**config.mk**
```make
export PLATFORM = sky130hd
export DESIGN_NAME = cache_refill_ctrl
export DESIGN_NICKNAME = d
export VERILOG_FILES = /design/src/rtl/cache_refill_ctrl_pkg.sv /design/src/rtl/cache_refill_ctrl_line_buf.sv /design/src/rtl/cache_refill_ctrl.sv
export SDC_FILE = /design/constraint.sdc
export NUM_CORES = 1
export LEC_CHECK = 0
export CORE_MARGIN = 5
export CORE_UTILIZATION = 55
export DETAILED_ROUTE_END_ITERATION = 10
export DONT_BUFFER_PORTS = 1
export HOLD_SLACK_MARGIN = 0.08
export PLACE_DENSITY = 0.75
export RECOVER_POWER = 50
export SLEW_MARGIN = 20
export SYNTH_ARGS = -nofsm -noshare
export SYNTH_HDL_FRONTEND = slang
export SYNTH_SLANG_ARGS = --single-unit
```
**constraint.sdc**
```tcl
create_clock -name clk -period 5.35 [get_ports clk]
set_clock_uncertainty 0.15 [all_clocks]
set_input_delay 0.2675 -clock clk [delete_from_list [all_inputs] [get_ports clk]]
set_output_delay 0.2675 -clock clk [all_outputs]
set_load 0.05 [all_outputs]
```
**src/rtl/cache_refill_ctrl_pkg.sv**
```systemverilog
// Shared definitions for the cache refill controller: FSM states, derived
// address-field widths and the line-address construction helper.
package cache_refill_ctrl_pkg;

  typedef enum logic [2:0] {
    ST_IDLE,
    ST_WB_BUF,
    ST_WB_REQ,
    ST_WB_DATA,
    ST_RD_REQ,
    ST_RD_DATA,
    ST_DONE
  } refill_state_e;

  // Byte offset within a line: word select plus 2 byte-select bits.
  function automatic int unsigned calc_offset_w(input int unsigned line_words);
    return 32'($clog2(line_words)) + 32'd2;
  endfunction

  function automatic int unsigned calc_tag_w(input int unsigned addr_w,
                                             input int unsigned index_w,
                                             input int unsigned line_words);
    return addr_w - index_w - calc_offset_w(line_words);
  endfunction

  // {tag, index, zero offset}; caller truncates to its address width.
  function automatic logic [63:0] line_addr(input logic [63:0]   tag,
                                            input logic [63:0]   index,
                                            input int unsigned   index_w,
                                            input int unsigned   offset_w);
    return (tag << (index_w + offset_w)) | (index << offset_w);
  endfunction

endpackage

```
**src/rtl/cache_refill_ctrl_line_buf.sv**
```systemverilog
// Victim line buffer: holds one cache line read out of the data array while
// it waits to be streamed to memory. Contents are not reset.
//   clk      clock
//   we_i     write enable, waddr_i / wdata_i write port
//   raddr_i  combinational read index, rdata_o read data
module refill_line_buf
  import cache_refill_ctrl_pkg::*;
#(
  parameter  int unsigned LINE_WORDS = 4,
  parameter  int unsigned DATA_W     = 32,
  localparam int unsigned WORD_W     = $clog2(LINE_WORDS)
) (
  input  logic              clk,
  input  logic              we_i,
  input  logic [WORD_W-1:0] waddr_i,
  input  logic [DATA_W-1:0] wdata_i,
  input  logic [WORD_W-1:0] raddr_i,
  output logic [DATA_W-1:0] rdata_o
);

  logic [DATA_W-1:0] mem_q [LINE_WORDS];

  // Storage write port.
  always_ff @(posedge clk) begin
    if (we_i) begin
      mem_q[waddr_i] <= wdata_i;
    end
  end

  assign rdata_o = mem_q[raddr_i];

endmodule

```
**src/rtl/cache_refill_ctrl.sv**
```systemverilog
// Cache miss refill controller for a 2-way set-associative cache.
// Accepts a miss, writes back the tracker-selected victim if valid and dirty,
// refills the line from memory (word 0 first), writes the new tag and reports
// the filled way to the replacement tracker.
//   miss_*        miss request from the pipeline, victim info sampled on accept
//   arr_*         data array read/write port (read data one cycle after arr_re)
//   tag_*         tag array write (new line valid, clean)
//   mem_req_*     memory line request (write = writeback, read = refill)
//   mem_w*        writeback beats, mem_r* refill beats
//   lru_*         fill report to the tracker, refill_done completion pulse
//   proto_err     sticky: mem_rlast disagreed with the beat count
module cache_refill_ctrl
  import cache_refill_ctrl_pkg::*;
#(
  parameter  int unsigned ADDR_W     = 32,
  parameter  int unsigned DATA_W     = 32,
  parameter  int unsigned LINE_WORDS = 4,
  parameter  int unsigned INDEX_W    = 7,
  localparam int unsigned OFFSET_W   = calc_offset_w(LINE_WORDS),
  localparam int unsigned TAG_W      = calc_tag_w(ADDR_W, INDEX_W, LINE_WORDS),
  localparam int unsigned WORD_W     = $clog2(LINE_WORDS)
) (
  input  logic               clk,
  input  logic               rst,
  input  logic               miss_valid,
  output logic               miss_ready,
  input  logic [ADDR_W-1:0]  miss_addr,
  input  logic               lru_replace,
  input  logic               victim_valid,
  input  logic               victim_dirty,
  input  logic [TAG_W-1:0]   victim_tag,
  output logic               arr_re,
  output logic               arr_we,
  output logic               arr_way,
  output logic [INDEX_W-1:0] arr_index,
  output logic [WORD_W-1:0]  arr_word,
  output logic [DATA_W-1:0]  arr_wdata,
  input  logic [DATA_W-1:0]  arr_rdata,
  output logic               tag_we,
  output logic               tag_way,
  output logic [INDEX_W-1:0] tag_index,
  output logic [TAG_W-1:0]   tag_wdata,
  output logic               mem_req_valid,
  input  logic               mem_req_ready,
  output logic               mem_req_write,
  output logic [ADDR_W-1:0]  mem_req_addr,
  output logic               mem_wvalid,
  input  logic               mem_wready,
  output logic [DATA_W-1:0]  mem_wdata,
  output logic               mem_wlast,
  input  logic               mem_rvalid,
  input  logic [DATA_W-1:0]  mem_rdata,
  input  logic               mem_rlast,
  output logic               lru_enable,
  output logic               lru_target,
  output logic               refill_done,
  output logic               proto_err
);

  localparam int unsigned      CNT_W     = WORD_W + 1;
  localparam logic [CNT_W-1:0] CNT_LINE  = CNT_W'(LINE_WORDS);
  localparam logic [CNT_W-1:0] CNT_LASTW = CNT_W'(LINE_WORDS - 1);

  refill_state_e      state_q, state_d;
  logic [CNT_W-1:0]   cnt_q, cnt_d;
  logic               way_q, way_d;
  logic [INDEX_W-1:0] index_q, index_d;
  logic [TAG_W-1:0]   mtag_q, mtag_d;
  logic [TAG_W-1:0]   vtag_q, vtag_d;
  logic               perr_q, perr_d;

  logic               buf_we;
  logic [WORD_W-1:0]  buf_waddr;
  logic [WORD_W-1:0]  buf_raddr;
  logic [DATA_W-1:0]  buf_rdata;

  logic [ADDR_W-1:0]  wb_addr;
  logic [ADDR_W-1:0]  rd_addr;

  // Byte/word offset of the miss address is irrelevant: fills are whole lines.
  logic unused_offset;
  assign unused_offset = ^miss_addr[OFFSET_W-1:0];

  assign wb_addr   = ADDR_W'(line_addr(64'(vtag_q), 64'(index_q), INDEX_W, OFFSET_W));
  assign rd_addr   = ADDR_W'(line_addr(64'(mtag_q), 64'(index_q), INDEX_W, OFFSET_W));
  assign proto_err = perr_q;

  refill_line_buf #(
    .LINE_WORDS(LINE_WORDS),
    .DATA_W    (DATA_W)
  ) u_line_buf (
    .clk    (clk),
    .we_i   (buf_we),
    .waddr_i(buf_waddr),
    .wdata_i(arr_rdata),
    .raddr_i(buf_raddr),
    .rdata_o(buf_rdata)
  );

  // State and context registers.
  always_ff @(posedge clk or negedge rst) begin
    if (!rst) begin
      state_q <= ST_IDLE;
      cnt_q   <= '0;
      way_q   <= 1'b0;
      index_q <= '0;
      mtag_q  <= '0;
      vtag_q  <= '0;
      perr_q  <= 1'b0;
    end else begin
      state_q <= state_d;
      cnt_q   <= cnt_d;
      way_q   <= way_d;
      index_q <= index_d;
      mtag_q  <= mtag_d;
      vtag_q  <= vtag_d;
      perr_q  <= perr_d;
    end
  end

  // Next state, counter and output decode.
  always_comb begin
    state_d       = state_q;
    cnt_d         = cnt_q;
    way_d         = way_q;
    index_d       = index_q;
    mtag_d        = mtag_q;
    vtag_d        = vtag_q;
    perr_d        = perr_q;
    miss_ready    = 1'b0;
    arr_re        = 1'b0;
    arr_we        = 1'b0;
    arr_way       = 1'b0;
    arr_index     = '0;
    arr_word      = '0;
    arr_wdata     = '0;
    tag_we        = 1'b0;
    tag_way       = 1'b0;
    tag_index     = '0;
    tag_wdata     = '0;
    mem_req_valid = 1'b0;
    mem_req_write = 1'b0;
    mem_req_addr  = '0;
    mem_wvalid    = 1'b0;
    mem_wdata     = '0;
    mem_wlast     = 1'b0;
    lru_enable    = 1'b0;
    lru_target    = 1'b0;
    refill_done   = 1'b0;
    buf_we        = 1'b0;
    buf_waddr     = '0;
    buf_raddr     = '0;

    unique case (state_q)
      ST_IDLE: begin
        miss_ready = 1'b1;
        if (miss_valid) begin
          way_d   = lru_replace;
          index_d = miss_addr[OFFSET_W +: INDEX_W];
          mtag_d  = miss_addr[ADDR_W-1 -: TAG_W];
          vtag_d  = victim_tag;
          cnt_d   = '0;
          state_d = (victim_valid && victim_dirty) ? ST_WB_BUF : ST_RD_REQ;
        end
      end

      // Reads issue on counts 0..N-1; each lands in the buffer one count later.
      ST_WB_BUF: begin
        if (cnt_q < CNT_LINE) begin
          arr_re    = 1'b1;
          arr_way   = way_q;
          arr_index = index_q;
          arr_word  = cnt_q[WORD_W-1:0];
        end
        if (cnt_q != '0) begin
          buf_we    = 1'b1;
          buf_waddr = WORD_W'(cnt_q - CNT_W'(1));
        end
        if (cnt_q == CNT_LINE) begin
          cnt_d   = '0;
          state_d = ST_WB_REQ;
        end else begin
          cnt_d = cnt_q + CNT_W'(1);
        end
      end

      ST_WB_REQ: begin
        mem_req_valid = 1'b1;
        mem_req_write = 1'b1;
        mem_req_addr  = wb_addr;
        if (mem_req_ready) begin
          cnt_d   = '0;
          state_d = ST_WB_DATA;
        end
      end

      ST_WB_DATA: begin
        mem_wvalid = 1'b1;
        buf_raddr  = cnt_q[WORD_W-1:0];
        mem_wdata  = buf_rdata;
        mem_wlast  = (cnt_q == CNT_LASTW);
        if (mem_wready) begin
          if (cnt_q == CNT_LASTW) begin
            cnt_d   = '0;
            state_d = ST_RD_REQ;
          end else begin
            cnt_d = cnt_q + CNT_W'(1);
          end
        end
      end

      ST_RD_REQ: begin
        mem_req_valid = 1'b1;
        mem_req_addr  = rd_addr;
        if (mem_req_ready) begin
          cnt_d   = '0;
          state_d = ST_RD_DATA;
        end
      end

      // Beat count decides completion; rlast is only cross-checked.
      ST_RD_DATA: begin
        if (mem_rvalid) begin
          arr_we    = 1'b1;
          arr_way   = way_q;
          arr_index = index_q;
          arr_word  = cnt_q[WORD_W-1:0];
          arr_wdata = mem_rdata;
          if (mem_rlast != (cnt_q == CNT_LASTW)) begin
            perr_d = 1'b1;
          end
          if (cnt_q == CNT_LASTW) begin
            cnt_d   = '0;
            state_d = ST_DONE;
          end else begin
            cnt_d = cnt_q + CNT_W'(1);
          end
        end
      end

      ST_DONE: begin
        tag_we      = 1'b1;
        tag_way     = way_q;
        tag_index   = index_q;
        tag_wdata   = mtag_q;
        lru_enable  = 1'b1;
        lru_target  = way_q;
        refill_done = 1'b1;
        cnt_d       = '0;
        state_d     = ST_IDLE;
      end

      default: begin
        state_d = ST_IDLE;
      end
    endcase
  end

endmodule

```
==> impl_metrics.toml, run 1 <==
[run_status]
status = "finished, violations left"
violations = "capacitance limit, slew limit"

[global_route]
grt_usage_pct = 21.6
grt_use_met1_pct = 26.7
grt_first_pass_wirelength_um = 29300
grt_max_degree = 58
grt_use_met3_pct = 6.37
met2_usage_pct = 36.5
busiest_layer = "met2"
antenna_found_initial = 0
grt_pass1_vias = 5031
grt_remaining_overflow = 0

[critical_path]
reg2regPathDepth = 7
start_kind = "register"
worst-setup-path-type = "register to output port"
crit_start = "cnt_q[0]"
cp-end-kind = "output port"
crit_end = "mem_wlast"
r2r_setup_slack_ps = 1430
crit_required_ps = 4930
crit_path_max_fanout = 38
r2r_end = "state_q[2]"
cp.arrival_ps = 3630
r2r_start = "cnt_q[0]"

[drt]
vias_per_cell = 5.98
wl_per_cell_um = 23.6
ant_nets = 0
drc_errors = 0
drt_iter0_markers = 241
finalWirelength_um = 18900
vias = 4773
dr.pass1.iters = 4

[power_and_ir_drop]
seqPwrFrac_pct = 38.7
peakVddDrop_mv = 0.286
p_int_mw = 3.34
clkPwrFrac_pct = 23.1
power_frac_comb_pct = 38.2
power_density_nw_per_um2 = 578
power.switching_mw = 2.33
switching_share_pct = 41.0
power.leakage_nw = 3.67

[clock_tree]
cts_hold_buf = 90
clock-root-buffer = "clkbuf_16"
path_clk_slew_ps = 70
cts.htree.levels = 4
post_cts_resized = 0
clock_latency_ps = 420
cts_tree = "yes"
clock_sinks = 185
post_cts_buffers = 0
clock_path_buffers = 2
numCtsBuffers = 17

[sta]
max_slew.worst_pin.slew_ps = 2980
rsz0062_at_grt = "false"
period_share_pct = 75.7
min_period_ps = 4050
setup_viol = 0
slew_viol_final = 131
finalHoldViolCount = 0
finalSetupTns_ps = 0
slew-limit-headroom_pct = -98.7
fin_ws_ps = 1300
max_freq_ghz = 0.247

[finish]
fin_nets = 732
final_cell_mix = "edfxtp_1 (128), dlygate4sd3_1 (89), and2_1 (77)"
final_common_cell = "edfxtp_1"
area_growth_pct = 19.3
antenna_cells = 0
drive_gt1_share_pct = 13.7
instances_no_fill = 798

[floorplan]
start_util_pct = 56.4
rows = 44
pin_count = 274
die_height_um = 132
core_um2 = 14600
fp.dieW_um = 132
die_area_um2 = 17500

[placed_design]
place_congestion = 0.807
place_ws_ps = 2120
dpl.cell_count = 676
port_buffers = 0
hpwl_um = 11800

[logic_synthesis]
syn_inst = 525
synth_edf_count = 128
avgSynthCellArea_um2 = 15.7
ys_seq_area_share_pct = 64.0
synthFlopType = "edfxtp_1"
ys_ff_latch = 185
netlist_top_cells_area = "edfxtp_1 (47%), dfrtp_1 (17%), mux4_2 (8.8%)"
yosys_warnings = 0
synth_area_um2 = 8230
synthArstFlopShare_pct = 30.8
yosysTopAreaCellShare_pct = 46.7
synth_largest_area_cell = "edfxtp_1"
yosysUniqueCellTypes = 42

[min_path]
hp-start = "mem_req_ready"
hold_class = "input pin to register"
min_path_cells = 3

[flow_run]
max_cap_violations = 7
cell type report:
type                    instances  area [µm²]
clock inverters                13         191
repair buffers                100         966
fillers                       905        4770
clock buffers                  19         433
flip-flops and latches        185        5270
multi-input cells             289        2690
well taps                     184         230
inverters                       8        30.0
flip-flops by register name, indices dropped and copies added, names as in the netlist:
| signal | count |
|---|---|
| cnt_q | 3 |
| index_q | 7 |
| mtag_q | 21 |
| proto_err | 1 |
| state_q | 3 |
| u_line_buf.mem_q | 128 |
| vtag_q | 21 |
| way_q | 1 |
kinds of logic after synthesis:
kind of cell | count (synthesis) | synth area share [%]
AOI/OAI and AO/OA | 44 | 4.29
and+or+nand+nor | 149 | 10.9
buffers and inverters | 54 | 3.73
other | 1 | 0.0456
adders and majority gates | 4 | 0.608
DFF | 185 | 64.0
muxes | 87 | 16.3
xor gates and xnor gates | 1 | 0.106
Yosys cell counts, types with 5 or more instances:
| cell type | count |
|---|---|
| buf_2 | 14 |
| mux2_1 | 50 |
| buf_4 | 13 |
| inv_1 | 7 |
| nor3_1 | 5 |
| a21oi_1 | 5 |
| and3_1 | 33 |
| nand2_1 | 8 |
| buf_6 | 5 |
| mux4_2 | 32 |
| nor2_1 | 11 |
| a31oi_1 | 6 |
| dfrtp_1 | 57 |
| and2_1 | 78 |
| clkbuf_1 | 14 |
| a22o_1 | 21 |
| edfxtp_1 | 128 |
how the worst min path moves through the flow:
stage                 endpoint  slack (ps)
global route        state_q[1]         140
CTS                 state_q[1]         120
finish              state_q[1]         150
global placement     vtag_q[9]        -180
detailed placement   vtag_q[8]        -180
floorplan             cnt_q[0]        -180
critical path, stage by stage, from the launching register on:
cell     delay, ps
dfrtp_1       1510
ha_1           440
ha_1           350
inv_1          120
nor2_1         770
routing by layer:
layer | vias up | wire length, µm
met5 | - | 0
met4 | 0 | 196
li1 | 2107 | -
met3 | 16 | 1540
met2 | 223 | 9850
met1 | 2427 | 7280
power by group through the flow:
stage / clock, mW / sequential, mW / combinational (mW)
global placement: 0 / 2.19 / 2.07
CTS: 1.34 / 2.19 / 2.20
floorplan: 0 / 2.06 / 1.92
detailed placement: 0 / 2.22 / 2.11
finish: 1.31 / 2.19 / 2.16
global route: 1.42 / 2.24 / 2.29
stage by stage:
step                instance area [µm²]  power (mW)  utilization [%]  hold WS [ps]
CTS                                9870        5.73             67.7           124
floorplan                          8240        3.99                -          -178
detailed placement                 8330        4.33             57.1          -176
global route                       9810        5.95             67.3           144
global placement                   8330        4.27             57.1          -177
finish                             9810        5.67             67.3           147
Note: power is estimated with default switching activity, not from simulation.
==> run 2, diff against run 1 <==
--- a/config.mk
+++ b/config.mk
@@ -5,6 +5,7 @@
 export SDC_FILE = /design/constraint.sdc
 export NUM_CORES = 1
 export LEC_CHECK = 0
+export ABC_AREA = 1
 export CORE_MARGIN = 5
 export CORE_UTILIZATION = 55
 export DETAILED_ROUTE_END_ITERATION = 10
==> constraint.sdc (replaced) <==
create_clock -name clk -period 3.4 [get_ports clk]
set_clock_uncertainty 0.15 [all_clocks]
set_input_delay 0.17 -clock clk [delete_from_list [all_inputs] [get_ports clk]]
set_output_delay 0.17 -clock clk [all_outputs]
set_load 0.05 [all_outputs]
==> run 2 against run 1 <==
  * The run still ends with capacitance limit, slew limit left
  * Cell count rose by 72%
  * Design area rose by 17%
  * Critical path type unchanged
  * Clock power rose by 67%
  * Worst hold slack got worse by 52 ps
  * Die area rose by 3.6%
  * Worst setup slack got worse by 1100 ps
  * Critical endpoint is now refill_done
  * First-iteration DRC count rose by 130%
  * Combinational power rose by 95%
  * Synthesized area rose by 3.8%
  * Core utilization rose by 8.4 points
  * Highest routed layer unchanged
==> impl_metrics.toml, run 2 <==
[drt]
vias_per_cell = 5.43
drc_errors = 0
vias = 7465
finalWirelength_um = 25000
dr.pass1.iters = 5
ant_nets = 0
wl_per_cell_um = 18.1
drt_iter0_markers = 561

[placed_design]
hpwl_um = 13800
dpl.cell_count = 1227
place_ws_ps = 807
place_congestion = 0.855
port_buffers = 0

[clock_tree]
cts_tree = "yes"
numCtsBuffers = 17
clock_latency_ps = 420
cts.htree.levels = 4
path_clk_slew_ps = 70
post_cts_buffers = 0
clock-root-buffer = "clkbuf_16"
clock_sinks = 185
clock_path_buffers = 2

[min_path]
hold_class = "input pin to register"
hp-start = "mem_rvalid"
min_path_cells = 6
min_to = "state_q[1]"

[power_and_ir_drop]
power_density_nw_per_um2 = 824
peakVddDrop_mv = 0.704
power.leakage_nw = 5.40

[global_route]
grt_max_degree = 58
grt_usage_pct = 27.3
grt_first_pass_wirelength_um = 38800
antenna_found_initial = 0
grt_remaining_overflow = 0
grt_pass1_vias = 7604

[finish]
instances_no_fill = 1376
area_growth_pct = 34.5
fin_nets = 1306
largest_register_ffs = 128
drive_gt1_share_pct = 16.2
antenna_cells = 0
top_register = "u_line_buf.mem_q"
final_cell_mix = "nor2_1 (185), nand2_1 (165), buf_4 (143)"
reg_top3 = "u_line_buf.mem_q (128), mtag_q (21), vtag_q (21)"
final_common_cell = "nor2_1"
post-route-util_pct = 75.6

[sta]
slew-limit-headroom_pct = -17.6
slew_viol_final = 1
setup_viol = 0
max_slew.worst_pin.slew_ps = 1770
fin_ws_ps = 241
rsz0062_at_grt = "false"
max_freq_ghz = 0.317
period_share_pct = 92.9
finalSetupTns_ps = 0
finalHoldViolCount = 0
min_period_ps = 3160

[critical_path]
r2r_end = "state_q[2]"
start_kind = "register"
reg2regPathDepth = 8
crit_required_ps = 3080
cp.arrival_ps = 2840
crit_path_max_fanout = 11
cp-end-kind = "output port"
worst-setup-path-type = "register to output port"
r2r_start = "state_q[2]"
r2r_setup_slack_ps = 260

[floorplan]
fp.dieW_um = 135
pin_count = 274
core_um2 = 15200
rows = 45
die_height_um = 135
die_area_um2 = 18100
start_util_pct = 56.2

[logic_synthesis]
synth_top_family_by_area = "simple AND/OR/NAND/NOR gates"
ys_ff_latch = 185
synth_simple_gate_area_share_pct = 20.6
syn_inst = 940
yosysUniqueCellTypes = 26
synth_fa_ha_area_share_pct = 0.586
synth_area_um2 = 8550
yosysMostFrequentCell = "nor2_1"
yosys-top-cells-count = "nor2_1 (190), nand2_1 (165), inv_1 (141)"
synthXorXnorAreaFrac_pct = 0.102
synth_mux_area_share_pct = 0
avgSynthCellArea_um2 = 9.09
yosys_warnings = 0
synthArstFlopShare_pct = 30.8
synthFlopType = "edfxtp_1"
netlist_top_cells_area = "edfxtp_1 (45%), dfrtp_1 (17%), nor2_1 (8.3%)"
synth_largest_area_cell = "edfxtp_1"
synth_compound_area_share_pct = 6.94
yosysTopAreaCellShare_pct = 45.0
synth_edf_count = 128
ys_seq_area_share_pct = 61.7

[run_status]
violations = "capacitance limit, slew limit"
status = "finished, violations left"

[flow_run]
max_cap_violations = 1
==> run 2: changes by cell type after synthesis, sizes merged, moves of 32 or more <==
cell	previous run	this run
nor2	11	191
nand2	8	167
inv	8	143
and2	79	0
nand3	1	67
a21oi	5	61
o21ai	2	56
mux2	52	0
and3	33	0
mux4	32	0
==> run 2: area by class of cell <==
cell class / instances / area [µm²]
clock buffers: 17 / 425
clock inverters: 15 / 236
fillers: 921 / 3700
inverters: 143 / 537
multi-input cells: 560 / 2460
flip-flops and latches: 185 / 5270
well taps: 188 / 235
repair buffers: 268 / 2330
==> run 2: how the worst max path moves through the flow <==
stage	slack (ps)	cells after the start	start	endpoint
finish	240	3	state_q[2]	refill_done
global route	70	8	state_q[2]	state_q[2]
CTS	30	8	state_q[2]	state_q[2]
detailed placement	810	8	state_q[0]	mem_wdata[18]
global placement	890	8	state_q[0]	mem_wdata[18]
floorplan	60	7	cnt_q[0]	u_line_buf.mem_q[2][0]
==> run 2: timing repair <==
item,in CTS,in global routing
endpoints found under the setup margin,0,2
hold buffers,117,0
endpoints found under the hold margin,242,0
gates resized for setup,0,1
==> run 2: cell families after synthesis <==
| logic type | Yosys count |
|---|---|
| AOI/OAI and AO/OA | 118 |
| xor gates and xnor gates | 1 |
| adders and majority gates | 4 |
| buffers and inverters | 198 |
| DFF | 185 |
| other | 1 |
| and+or+nand+nor | 433 |
==> run 2: power breakdown <==
group	total [mW]	switching, mW	internal, mW	leakage [nW]
combinational	4.22	3.09	1.13	3.26
clock	2.19	0.927	1.27	0.325
sequential	3.07	0.267	2.80	1.81
==> run 2: critical path: stages, from the launching register on <==
cell	delay, ps
dfrtp_1	610
inv_1	270
nor3_4	220
clkbuf_1	1300
==> run 2: through the flow <==
step | total power [mW] | cell area, µm² | hold WS (ps)
2_1_floorplan | 5.85 | 8560 | -276
3_3_place_gp | 6.82 | 9700 | -274
3_5_place_dp | 6.89 | 9700 | -274
4_1_cts | 9.29 | 11600 | 82.7
5_1_grt | 9.84 | 11500 | 134
6_report | 9.48 | 11500 | 94.1
==> run 2: per-layer routing <==
layer  GRT usage, %  share of wire [%]  vias up
li1               -                  -     3446
met5              0                  0        -
met2           47.6                 52      439
met4           13.6                4.2        0
met1           31.6                 36     3494
met3           6.48                7.9       86
==> run 3, diff against run 2 <==
--- a/config.mk
+++ b/config.mk
@@ -6,6 +6,7 @@
 export NUM_CORES = 1
 export LEC_CHECK = 0
 export ABC_AREA = 1
+export CORE_ASPECT_RATIO = 1.75
 export CORE_MARGIN = 5
 export CORE_UTILIZATION = 55
 export DETAILED_ROUTE_END_ITERATION = 10
@@ -16,4 +17,5 @@
 export SLEW_MARGIN = 20
 export SYNTH_ARGS = -nofsm -noshare
 export SYNTH_HDL_FRONTEND = slang
+export SYNTH_HIERARCHICAL = 1
 export SYNTH_SLANG_ARGS = --single-unit
==> run 3 against run 2 <==
  * The run still ends with capacitance limit, slew limit left
  * Sequential share of layout area down 0.92 points
  * Critical path depth is 5 higher
  * Total power shrank 5.9%
  * Worst setup slack worse by 21 ps
  * First-iteration DRC count decreased by 28%
  * Sequential power is 3% lower
  * Fmax shrank 0.66%
  * Synthesized area increased by 5.9%
  * Largest cell class unchanged
==> impl_metrics.toml, run 3 <==
[logic_synthesis]
yosysMostFrequentCell = "nand2_1"
synth_largest_area_cell = "edfxtp_1"
yosys_warnings = 6
syn_inst = 1073
netlist_top_cells_area = "edfxtp_1 (42%), dfrtp_1 (16%), nand2_1 (12%)"
yosysTopAreaCellShare_pct = 42.5
ys_seq_area_share_pct = 58.2
synthArstFlopShare_pct = 30.8
avgSynthCellArea_um2 = 8.44
synthFlopType = "edfxtp_1"
yosys-top-cells-count = "nand2_1 (290), inv_1 (208), nor2_1 (148)"
synth_edf_count = 128
ys_ff_latch = 185
yosysUniqueCellTypes = 24
synth_area_um2 = 9050

[floorplan]
core_um2 = 16300
start_util_pct = 55.6
pin_count = 274
die_height_um = 180
rows = 62
fp.dieW_um = 107
die_area_um2 = 19200

[clock_tree]
clock_sinks = 185
path_clk_slew_ps = 80
cts_tree = "yes"
clock_latency_ps = 420
numCtsBuffers = 17
clock_path_buffers = 2
clock-root-buffer = "clkbuf_16"
cts.htree.levels = 4

[power_and_ir_drop]
clkPwrFrac_pct = 21.4
seqPwrFrac_pct = 33.5
power_frac_comb_pct = 45.1
power_density_nw_per_um2 = 760
power.leakage_nw = 5.82
switching_share_pct = 46.1
power.switching_mw = 4.11
p_int_mw = 4.80
peakVddDrop_mv = 0.754

[sta]
period_share_pct = 93.5
slew_viol_final = 138
hold_slack_ps = 134
min_period_ps = 3180
slew-limit-headroom_pct = -70.2
max_freq_ghz = 0.314
max_slew.worst_pin.slew_ps = 2550
setup_viol = 0
fin_ws_ps = 220
finalHoldViolCount = 0
rsz0062_at_grt = "false"

[critical_path]
crit_required_ps = 3080
cp-end-kind = "output port"
max_stage_delay_ps = 580
timing.critical_path.cells = "nor2_4 > nand2_1 > buf_4 > nand2_1 > clkbuf_1 > inv_2 > nor2_1 > buf_4"
crit_slowest_cell = "clkbuf_1"
cp.arrival_ps = 2860
start_kind = "register"
worst-path-buf-inv = 4
cp_top_family = "buffers and inverters"
crit_path_max_fanout = 22
crit_start = "state_q[0]"
worst-setup-path-type = "register to output port"
r2r_start = "state_q[0]"

[drt]
wl_per_cell_um = 16.3
ant_nets = 0
vias = 7798
drc_errors = 0
vias_per_cell = 5.19
dr.pass1.iters = 5
finalWirelength_um = 24500
drt_iter0_markers = 404

[placed_design]
place_ws_ps = 666
place_congestion = 0.848
port_buffers = 0
hpwl_um = 14600

[run_status]
violations = "capacitance limit, slew limit"
status = "finished, violations left"

[finish]
fin_nets = 1426
reg_top3 = "u_line_buf/mem_q (128), mtag_q (21), vtag_q (21)"
final_cell_mix = "nand2_1 (291), inv_1 (210), nor2_1 (148)"
top_register = "u_line_buf/mem_q"
final_common_cell = "nand2_1"
largest_register_ffs = 128
area_growth_pct = 29.6
drive_gt1_share_pct = 14.1

[global_route]
grt_max_degree = 80
antenna_found_initial = 2
grt_remaining_overflow = 0
grt_usage_pct = 25.7
grt_pass1_vias = 8066
grt_first_pass_wirelength_um = 39500

[flow_run]
max_cap_violations = 2

[min_path]
hold_class = "input pin to register"
hp-start = "miss_valid"
## run 3: changes by cell type in the layout (fill, tap and decap cells not counted), sizes merged, moves of 30 or more
cell,previous run,this run
nand2,167,293
inv,149,220
nor2,191,154
o21ai,56,24
nand3,67,98
a21oi,61,31
## run 3: area by class of cell
type	count	area [µm²]
inverters	213	802
clock buffers	18	429
fillers	1132	4560
clock inverters	14	150
flip-flops and latches	185	5270
multi-input cells	619	2640
well taps	192	240
diodes	2	5.00
repair buffers	259	2190
## run 3: layer usage
metal	track usage (%)	routed length, µm	vias up
met4	11.5	897	0
li1	-	-	3712
met1	27.8	8450	3599
met3	7.47	2220	70
met5	0	0	-
met2	45.6	13000	417
## run 3: worst paths after layout
check	end	cells past startpoint	slack (ps)
min in group asynchronous	mtag_q[10]	2	1030
worst max register to register	state_q[0]	10	310
max in group asynchronous	index_q[1]	2	580
worst min-delay path	state_q[1]	6	130
worst max-delay path	mem_req_addr[9]	8	220
worst min register to register	vtag_q[16]	2	330
## run 3: worst min-delay path, cell delays in order
cell and delay [ps]:
nand3b_1 130, nand2_1 70, nor2_1 80, nand2_1 120, nand2_1 60, nand2_1 50
## run 3: through the flow
| stage | TNS, ps | utilization, % | cells | area (µm²) | power, mW |
|---|---|---|---|---|---|
| final | 0 | 72.0 | 1502 | 11700 | 8.92 |
| after global routing | 0 | 72.0 | 1502 | 11700 | 9.32 |
| after global placement | 0 | 61.8 | 1355 | 10100 | 6.66 |
| after CTS | 0 | 72.4 | 1500 | 11800 | 8.84 |
| after floorplan | -81060 | - | 1076 | 9060 | 5.77 |
| after detailed placement | 0 | 61.8 | 1355 | 10100 | 6.72 |
## run 3: cell families (layout without fill, tap and decap cells)
logic type / count (synthesis) / in the layout / synth area share (%)
compound gates: 57 / 57 / 3.21
xor+xnor: 1 / 1 / 0.0968
fa+ha+maj: 4 / 4 / 0.553
buf+inv: 272 / 504 / 13.0
flops: 185 / 185 / 58.2
other cells: 1 / 6 / 0.0414
simple gates: 553 / 553 / 24.8
## run 3: repair_timing
item,CTS,global route
endpoints found under the setup margin,0,30
setup buffers,0,0
endpoints found under the hold margin,242,0
hold buffers,113,0
gates resized for setup,0,1
## run 3: power groups by stage
stage / registers (mW) / logic (mW) / clock network (mW)
after floorplan: 2.94 / 2.83 / 0
after global placement: 3.00 / 3.66 / 0
after detailed placement: 3.01 / 3.71 / 0
after CTS: 2.97 / 3.93 / 1.94
after global routing: 3.02 / 4.26 / 2.04
final: 2.99 / 4.02 / 1.91
